$ cat config.mk
export PLATFORM = sky130hd
export DESIGN_NAME = control_sequencer
export DESIGN_NICKNAME = d
export VERILOG_FILES = /design/src/rtl/cpu_ctrl_pkg.sv /design/src/rtl/microcode_rom.sv /design/src/rtl/control_sequencer.sv
export SDC_FILE = /design/constraint.sdc
export NUM_CORES = 1
export LEC_CHECK = 0
export ABC_CLOCK_PERIOD_IN_PS = 5000
export BUFFER_PORTS_ARGS = -buffer_cell sky130_fd_sc_hd__buf_2
export CORE_MARGIN = 10
export CORE_UTILIZATION = 47
export DETAILED_ROUTE_END_ITERATION = 6
export GPL_ROUTABILITY_DRIVEN = 0
export PLACE_DENSITY = 0.83
export SYNTH_ARGS = -nofsm -noshare
export SYNTH_HDL_FRONTEND = slang
export SYNTH_SLANG_ARGS = --single-unit
$ cat constraint.sdc
create_clock -name clk -period 5 [get_ports clk]
set_input_delay 0.75 -clock clk [delete_from_list [all_inputs] [get_ports clk]]
set_output_delay 0.75 -clock clk [all_outputs]
set_load 0.02 [all_outputs]
$ cat src/rtl/cpu_ctrl_pkg.sv
// cpu_ctrl_pkg: shared opcodes, control-word layout and step constants for the control sequencer
// Control word bit order, MSB first: hlt mi ri ro io ii ai ao eo su bi oi ce co j fi
package cpu_ctrl_pkg;
    typedef enum logic [3:0] {
        OP_NOP = 4'h0,
        OP_LDA = 4'h1,
        OP_ADD = 4'h2,
        OP_SUB = 4'h3,
        OP_STA = 4'h4,
        OP_LDI = 4'h5,
        OP_JMP = 4'h6,
        OP_JC  = 4'h7,
        OP_JZ  = 4'h8,
        OP_OUT = 4'hE,
        OP_HLT = 4'hF
    } opcode_t;

    typedef logic [15:0] ctrl_word_t;

    localparam int STEPS = 5;

    localparam logic [2:0] T0 = 3'd0;
    localparam logic [2:0] T1 = 3'd1;
    localparam logic [2:0] T2 = 3'd2;
    localparam logic [2:0] T3 = 3'd3;
    localparam logic [2:0] T4 = 3'd4;

    localparam int B_HLT = 15;
    localparam int B_MI  = 14;
    localparam int B_RI  = 13;
    localparam int B_RO  = 12;
    localparam int B_IO  = 11;
    localparam int B_II  = 10;
    localparam int B_AI  = 9;
    localparam int B_AO  = 8;
    localparam int B_EO  = 7;
    localparam int B_SU  = 6;
    localparam int B_BI  = 5;
    localparam int B_OI  = 4;
    localparam int B_CE  = 3;
    localparam int B_CO  = 2;
    localparam int B_J   = 1;
    localparam int B_FI  = 0;

    localparam ctrl_word_t M_HLT = 16'h1 << B_HLT;
    localparam ctrl_word_t M_MI  = 16'h1 << B_MI;
    localparam ctrl_word_t M_RI  = 16'h1 << B_RI;
    localparam ctrl_word_t M_RO  = 16'h1 << B_RO;
    localparam ctrl_word_t M_IO  = 16'h1 << B_IO;
    localparam ctrl_word_t M_II  = 16'h1 << B_II;
    localparam ctrl_word_t M_AI  = 16'h1 << B_AI;
    localparam ctrl_word_t M_AO  = 16'h1 << B_AO;
    localparam ctrl_word_t M_EO  = 16'h1 << B_EO;
    localparam ctrl_word_t M_SU  = 16'h1 << B_SU;
    localparam ctrl_word_t M_BI  = 16'h1 << B_BI;
    localparam ctrl_word_t M_OI  = 16'h1 << B_OI;
    localparam ctrl_word_t M_CE  = 16'h1 << B_CE;
    localparam ctrl_word_t M_CO  = 16'h1 << B_CO;
    localparam ctrl_word_t M_J   = 16'h1 << B_J;
    localparam ctrl_word_t M_FI  = 16'h1 << B_FI;
endpackage

$ cat src/rtl/microcode_rom.sv
// microcode_rom: combinational microcode table mapping (opcode, step, cf, zf) to a control word
// Ports: opcode [3:0], step [2:0], cf, zf in; word [15:0] out (layout in cpu_ctrl_pkg)
module microcode_rom
    import cpu_ctrl_pkg::*;
(
    input  logic [3:0] opcode,
    input  logic [2:0] step,
    input  logic       cf,
    input  logic       zf,
    output ctrl_word_t word
);
    always_comb begin
        word = '0;
        case (step)
            T0: word = M_MI | M_CO;
            T1: word = M_RO | M_II | M_CE;
            T2: case (opcode)
                OP_LDA, OP_ADD, OP_SUB, OP_STA: word = M_IO | M_MI;
                OP_LDI:  word = M_IO | M_AI;
                OP_JMP:  word = M_IO | M_J;
                OP_JC:   word = cf ? (M_IO | M_J) : '0;
                OP_JZ:   word = zf ? (M_IO | M_J) : '0;
                OP_OUT:  word = M_AO | M_OI;
                OP_HLT:  word = M_HLT;
                default: word = '0;
            endcase
            T3: case (opcode)
                OP_LDA:         word = M_RO | M_AI;
                OP_ADD, OP_SUB: word = M_RO | M_BI;
                OP_STA:         word = M_AO | M_RI;
                default:        word = '0;
            endcase
            T4: word = (opcode == OP_ADD || opcode == OP_SUB) ?
                       (M_EO | M_AI | M_FI | (opcode == OP_SUB ? M_SU : '0)) : '0;
            default: word = '0;
        endcase
    end
endmodule

$ cat src/rtl/control_sequencer.sv
// control_sequencer: microstep counter, halt latch and prog/clr gating around the microcode ROM
// Ports: clk, clr (sync active-high), prog (1 = run), ir [N-1:0], cf, zf in;
//        sixteen control lines and step [2:0] (debug) out
module control_sequencer #(
    parameter int N     = 8,
    parameter int OPW   = 4,
    parameter int STEPS = cpu_ctrl_pkg::STEPS
) (
    input  logic         clk,
    input  logic         clr,
    input  logic         prog,
    input  logic [N-1:0] ir,
    input  logic         cf,
    input  logic         zf,
    output logic         hlt,
    output logic         mi,
    output logic         ri,
    output logic         ro,
    output logic         io,
    output logic         ii,
    output logic         ai,
    output logic         ao,
    output logic         eo,
    output logic         su,
    output logic         bi,
    output logic         oi,
    output logic         ce,
    output logic         co,
    output logic         j,
    output logic         fi,
    output logic [2:0]   step
);
    logic [2:0] step_q;
    logic halted;
    logic run;
    logic unused;
    cpu_ctrl_pkg::ctrl_word_t word;
    cpu_ctrl_pkg::ctrl_word_t gated;

    assign unused = ^ir;

    microcode_rom u_rom (
        .opcode(4'(ir[N-1 -: OPW])),
        .step  (step_q),
        .cf    (cf),
        .zf    (zf),
        .word  (word)
    );

    // Outputs are live only while running; a latched halt keeps hlt up regardless of prog
    assign run   = !clr && prog && !halted;
    assign gated = run ? word : '0;
    assign hlt   = !clr && (halted || gated[cpu_ctrl_pkg::B_HLT]);
    assign {mi, ri, ro, io, ii, ai, ao, eo, su, bi, oi, ce, co, j, fi} = gated[14:0];
    assign step  = clr ? 3'd0 : step_q;

    always_ff @(posedge clk) begin
        if (clr) begin
            step_q <= '0;
            halted <= 1'b0;
        end else if (!halted) begin
            if (!prog)
                step_q <= '0;
            else if (word[cpu_ctrl_pkg::B_HLT])
                halted <= 1'b1;
            // an empty execute step ends the instruction immediately
            else if ((step_q >= cpu_ctrl_pkg::T2 && word == '0) || step_q == 3'(STEPS - 1))
                step_q <= '0;
            else
                step_q <= step_q + 3'd1;
        end
    end
endmodule
**Word level (Yosys, flattened, before mapping)**

Index checks and enable logic that the tools add are counted.

- Add/sub/neg operators: 1
- Magnitude comparators: 1
- Equal/unequal tests: 15
- Muxes and demuxes: 15
- Bitwise gates (word level): 1
- Reductions and logical operators: 14

Operators with widths:

| operator | count |
|---|---|
| 16-bit one-hot mux with 7 select lines | 1 |
| 16-bit one-hot mux with 5 select lines | 1 |
| 14-bit one-hot mux with 3 select lines | 1 |
| 16-bit two-way mux | 2 |
| 12-bit two-way mux | 2 |
| 4-bit by 3-bit equality test with 1-bit output, second input constant | 4 |
| 16-bit logical NOT | 1 |
| 4-bit equality test, second input constant | 3 |
| 3-bit two-way mux | 4 |
| 4-bit by 2-bit equality test with 1-bit output, second input constant | 2 |
| 7-bit two-way mux | 1 |
| 3-bit by 2-bit equality test with 1-bit output, second input constant | 2 |
| 4-bit by 1-bit equality test with 1-bit output, second input constant | 1 |
| 1-bit logical AND | 4 |
| 4-bit OR reduction | 1 |
| 3-bit by 1-bit adder with 3-bit output, second input constant | 1 |
| 3-bit by 1-bit equality test with 1-bit output, second input constant | 1 |
| 3-bit equality test, second input constant | 1 |
| 3-bit by 2-bit greater-or-equal comparator with 1-bit output, second input constant | 1 |
| 3-bit logical NOT | 1 |
| 1-bit logical OR | 3 |
| 1-bit two-way mux | 3 |
| 1-bit logical NOT | 2 |
| 2-bit != test, second input constant | 1 |
| 3 further kinds | 3 |

- Bits in registers: 4
- Bits of input ports: 13
- Word-level logic and storage cells: 49

**Longest topological paths before layout**

- Word-level depth: 10
- Depth in mapped cells: 7
- Mapped depth without buffers: 7

**By module**

A second synthesis with hierarchy kept.

- Cells, all modules: 99
- Area, all modules: 732.0 um^2

Modules (own cells, without submodules):

| module | times used | cells each | area an instance (um^2) | seq. area each (um^2) |
|---|---|---|---|---|
| control_sequencer | 1 | 55 | 420.4 | 80.1 |
| microcode_rom | 1 | 44 | 311.5 | 0.0 |

**Worst setup path before layout**

OpenSTA, ideal clock, no wires.

- Path kind: input to output
- Start point: in ir[4]
- End point: out mi
- Arrival time: 1.929 ns
- Path slack: 2.321 ns
- Stages: 4
- Path buffers: 1
- Path through: buf_4 -> o21a_1 -> or4_1 -> a21oi_1

- Cells in the longest elaborated chain, start to end: 5
- Elaborated cells on any way between the ends: 14

RTL lines:

| what | RTL line | source |
|---|---|---|
| from (decl) | control_sequencer.sv:12 | `input logic [N-1:0] ir,` |
| 4-bit by 1-bit equality test with 1-bit output (tied with other cells) | microcode_rom.sv:17 | `T2: case (opcode)` |
| 4-bit OR reduction | microcode_rom.sv:17 |  |
| 16-bit one-hot mux with 7 select lines * | microcode_rom.sv:17 |  |
| 16-bit one-hot mux with 5 select lines * | microcode_rom.sv:14 | `case (step)` |
| 16-bit two-way mux * | control_sequencer.sv:52 | `assign gated = run ? word : '0;` |
| to (decl) | control_sequencer.sv:16 | `output logic mi,` |

Every way passes the cells marked *; elsewhere a longest branch is shown, timed or not.

**Final worst setup path**

- Start point: reg step_q[0]
- End point: out ao

- Cells in the longest elaborated chain, start to end: 3
- Elaborated cells on any way between the ends: 7

RTL lines:

| what | RTL line | source |
|---|---|---|
| from (decl) | control_sequencer.sv:33 | `logic [2:0] step_q;` |
| from (signal assigned) | control_sequencer.sv:70 | `step_q <= step_q + 3'd1;` |
| 3-bit equality test (tied with other cells) | microcode_rom.sv:14 |  |
| 16-bit one-hot mux with 5 select lines * | microcode_rom.sv:14 |  |
| 16-bit two-way mux * | control_sequencer.sv:52 |  |
| to (decl) | control_sequencer.sv:22 | `output logic ao,` |

Marked as above.

==> flow_summary.yaml <==
critical_path:
  required_ns: 4.25
  arrival_ns: 2.08
  crit_type: "flip-flop to output port"
  endpoint_kind: "output port"
  worstPathMaxFanout: 5
  crit_slowest_cell: "dfxtp_1"
  cpPeakStageDelay_ns: 0.35
  path_cells: "inv_1 -> ha_1 -> nor3_1 -> o21bai_1 -> nor2b_1 -> and3_1 -> or2_2 -> buf_2"
  start_kind: "flip-flop"
drt:
  wl_per_cell_um: 14.5
  drt_drc_violations_left: 0
  dr.pass1.iters: 4
  antenna_left: 0
  vias: 690
  drt_iter0_markers: 31
  drt-total-wl_um: 1770
  via_per_inst: 5.66
sta:
  finalSetupViolCount: 0
  maxSlewViolCount: 0
  slew_headroom: 0.741
  hold_viol_final: 0
  worst_pin_slew_ns: 0.386
  period_share: 0.567
  setup-tns-final_ns: 0
  rsz0062_at_grt: "false"
  max_freq_ghz: 0.353
  clock_skew_ns: 0.00782
  min_period_ns: 2.83
  fin_ws_ns: 2.17
synth:
  synth_ff_type: "dfxtp_1"
  ys_seq_area_frac: 0.131
  yosysTopAreaCellShare: 0.131
  yosysWarnings: 0
  synth_area_per_cell_sq_um: 7.39
  netlist_area_sq_um: 613
  syn-num-nets: 101
  yosysMostFrequentCell: "nor2_1"
  synth_edf_count: 0
  ys_top_cells_by_count: "nor2_1, nor3_1, inv_1"
  ys_async_sr_fraction: 0
  synth_cell_types: 36
  synthTopCellsByArea: "dfxtp_1, ha_1, nor2_1, nor3_1, inv_1"
  ys_ff_latch: 4
  synth_area_leader_cell: "dfxtp_1"
  postSynthCellCount: 83
flow_run:
  cap_violations: 0
clock_network:
  clock_latency_ns: 0.24
  path_clk_slew_ns: 0.04
  clock-sinks: 4
  cts_setup_buffers: 0
  cts.htree.levels: 1
  cts_tree: "done"
  cts-root-buf: "clkbuf_4"
  clock_path_buffers: 2
  cts_buffers: 3
  postCtsHoldBufs: 0
  post_cts_resized: 0
cells_and_area:
  diodes: 0
  nNetsFinal: 128
  stdcell_count: 122
  area_growth_pct: 21.2
  layout-drive-gt1-share: 0.370
  postLayoutCoreUtil: 0.635
global_route:
  grt_overflow: 0
  antenna_found_initial: 0
  grt_usage: 0.107
  grt_pass1_vias: 641
  grt_max_degree: 14
  grt_pass1_wl_um: 2890
place:
  hpwl_um: 1460
  dpl.cell_count: 119
  port_buffers: 27
  dp_slack_ns: 2.27
die:
  row_count: 12
  die_x_um: 56.1
  coreArea_sq_mm: 0.00117
  ios: 32
  initial_utilization: 0.524
  dieArea_sq_mm: 0.00315
  die_y_um: 56.1
pwr:
  leakagePower_nw: 0.385
  ir_drop_uv: 107
  cellPowerDensity_mw_per_mm2: 146
  p_total_w: 0.000109
min_path:
  hp-class: "flip-flop to flip-flop"
status:
  status: "completed"
[final timing paths]
path                                        startpoint                     end  slack (ns)  cells after the start
worst max-delay path            step_q[0]$_SDFFE_PP0P_                      ao        2.17                      8
worst min-delay path                 halted$_SDFF_PP0_  step_q[2]$_SDFFE_PP0P_        0.52                      1
worst max register to register  step_q[1]$_SDFFE_PP0P_  step_q[0]$_SDFFE_PP0P_        3.09                      7
worst min register to register       halted$_SDFF_PP0_  step_q[2]$_SDFFE_PP0P_        0.52                      1
[power by group]
part	internal [W]	switching, W
combinational	0.0000124	0.0000209
sequential	0.0000329	0.000000833
clock	0.0000270	0.0000148
total	0.0000723	0.0000365
[area by class of cell]
cell class | count | area (sq um)
clock buffer | 3 | 22.5
fill | 112 | 428
inverter | 7 | 26.3
multi-input combinational | 67 | 462
sequential | 4 | 80.1
tap | 14 | 17.5
timing repair buffer | 27 | 135
[layout by cell type (no fill, tap or decap), types with 2 or more instances in the layout]
| master | instances |
|---|---|
| dfxtp_1 | 4 |
| nand2b_1 | 3 |
| buf_2 | 27 |
| a21oi_1 | 4 |
| nor2_1 | 13 |
| and3_1 | 2 |
| clkbuf_4 | 3 |
| ha_1 | 5 |
| o21a_1 | 2 |
| o21ai_0 | 2 |
| nor3_1 | 8 |
| o31ai_1 | 2 |
| inv_1 | 7 |
| nand2_1 | 4 |
[stage by stage]
stage	hold slack (ns)	instance area, sq um
after floorplan	0.474	613
after global placement	0.488	721
after detailed placement	0.506	721
after CTS	0.531	743
after global routing	0.534	743
final	0.522	743
[flip-flops by register name (all words and copies together), names as in the netlist]
| register | count |
|---|---|
| step_q | 3 |
| halted | 1 |
[kinds of logic after synthesis]
| family | share of synthesized area |
|---|---|
| fa+ha+maj | 0.102 |
| buf+inv | 0.116 |
| mux | 0.0245 |
| flops | 0.131 |
| simple gates | 0.367 |
| compound gates | 0.259 |
[critical path, delay by kind of cell, from the launching register on]
| family | cells | cell delay [ns] |
|---|---|---|
| AO/OA/AOI/OAI | 1 | 0.11 |
| AND/OR/NAND/NOR | 4 | 0.85 |
| buffers and inverters | 2 | 0.27 |
| adder cells (fa/ha/maj) | 1 | 0.27 |
| flip-flops | 1 | 0.35 |
[metal layers]
layer  GRT usage  up-vias  wire length (um)
li1            -      347                 -
met3      0.0364        0               122
met2       0.186       25               922
met4      0.0410        0                 0
met5           0        -                 0
met1       0.115      318               726
(Power assumes the default switching activity.)
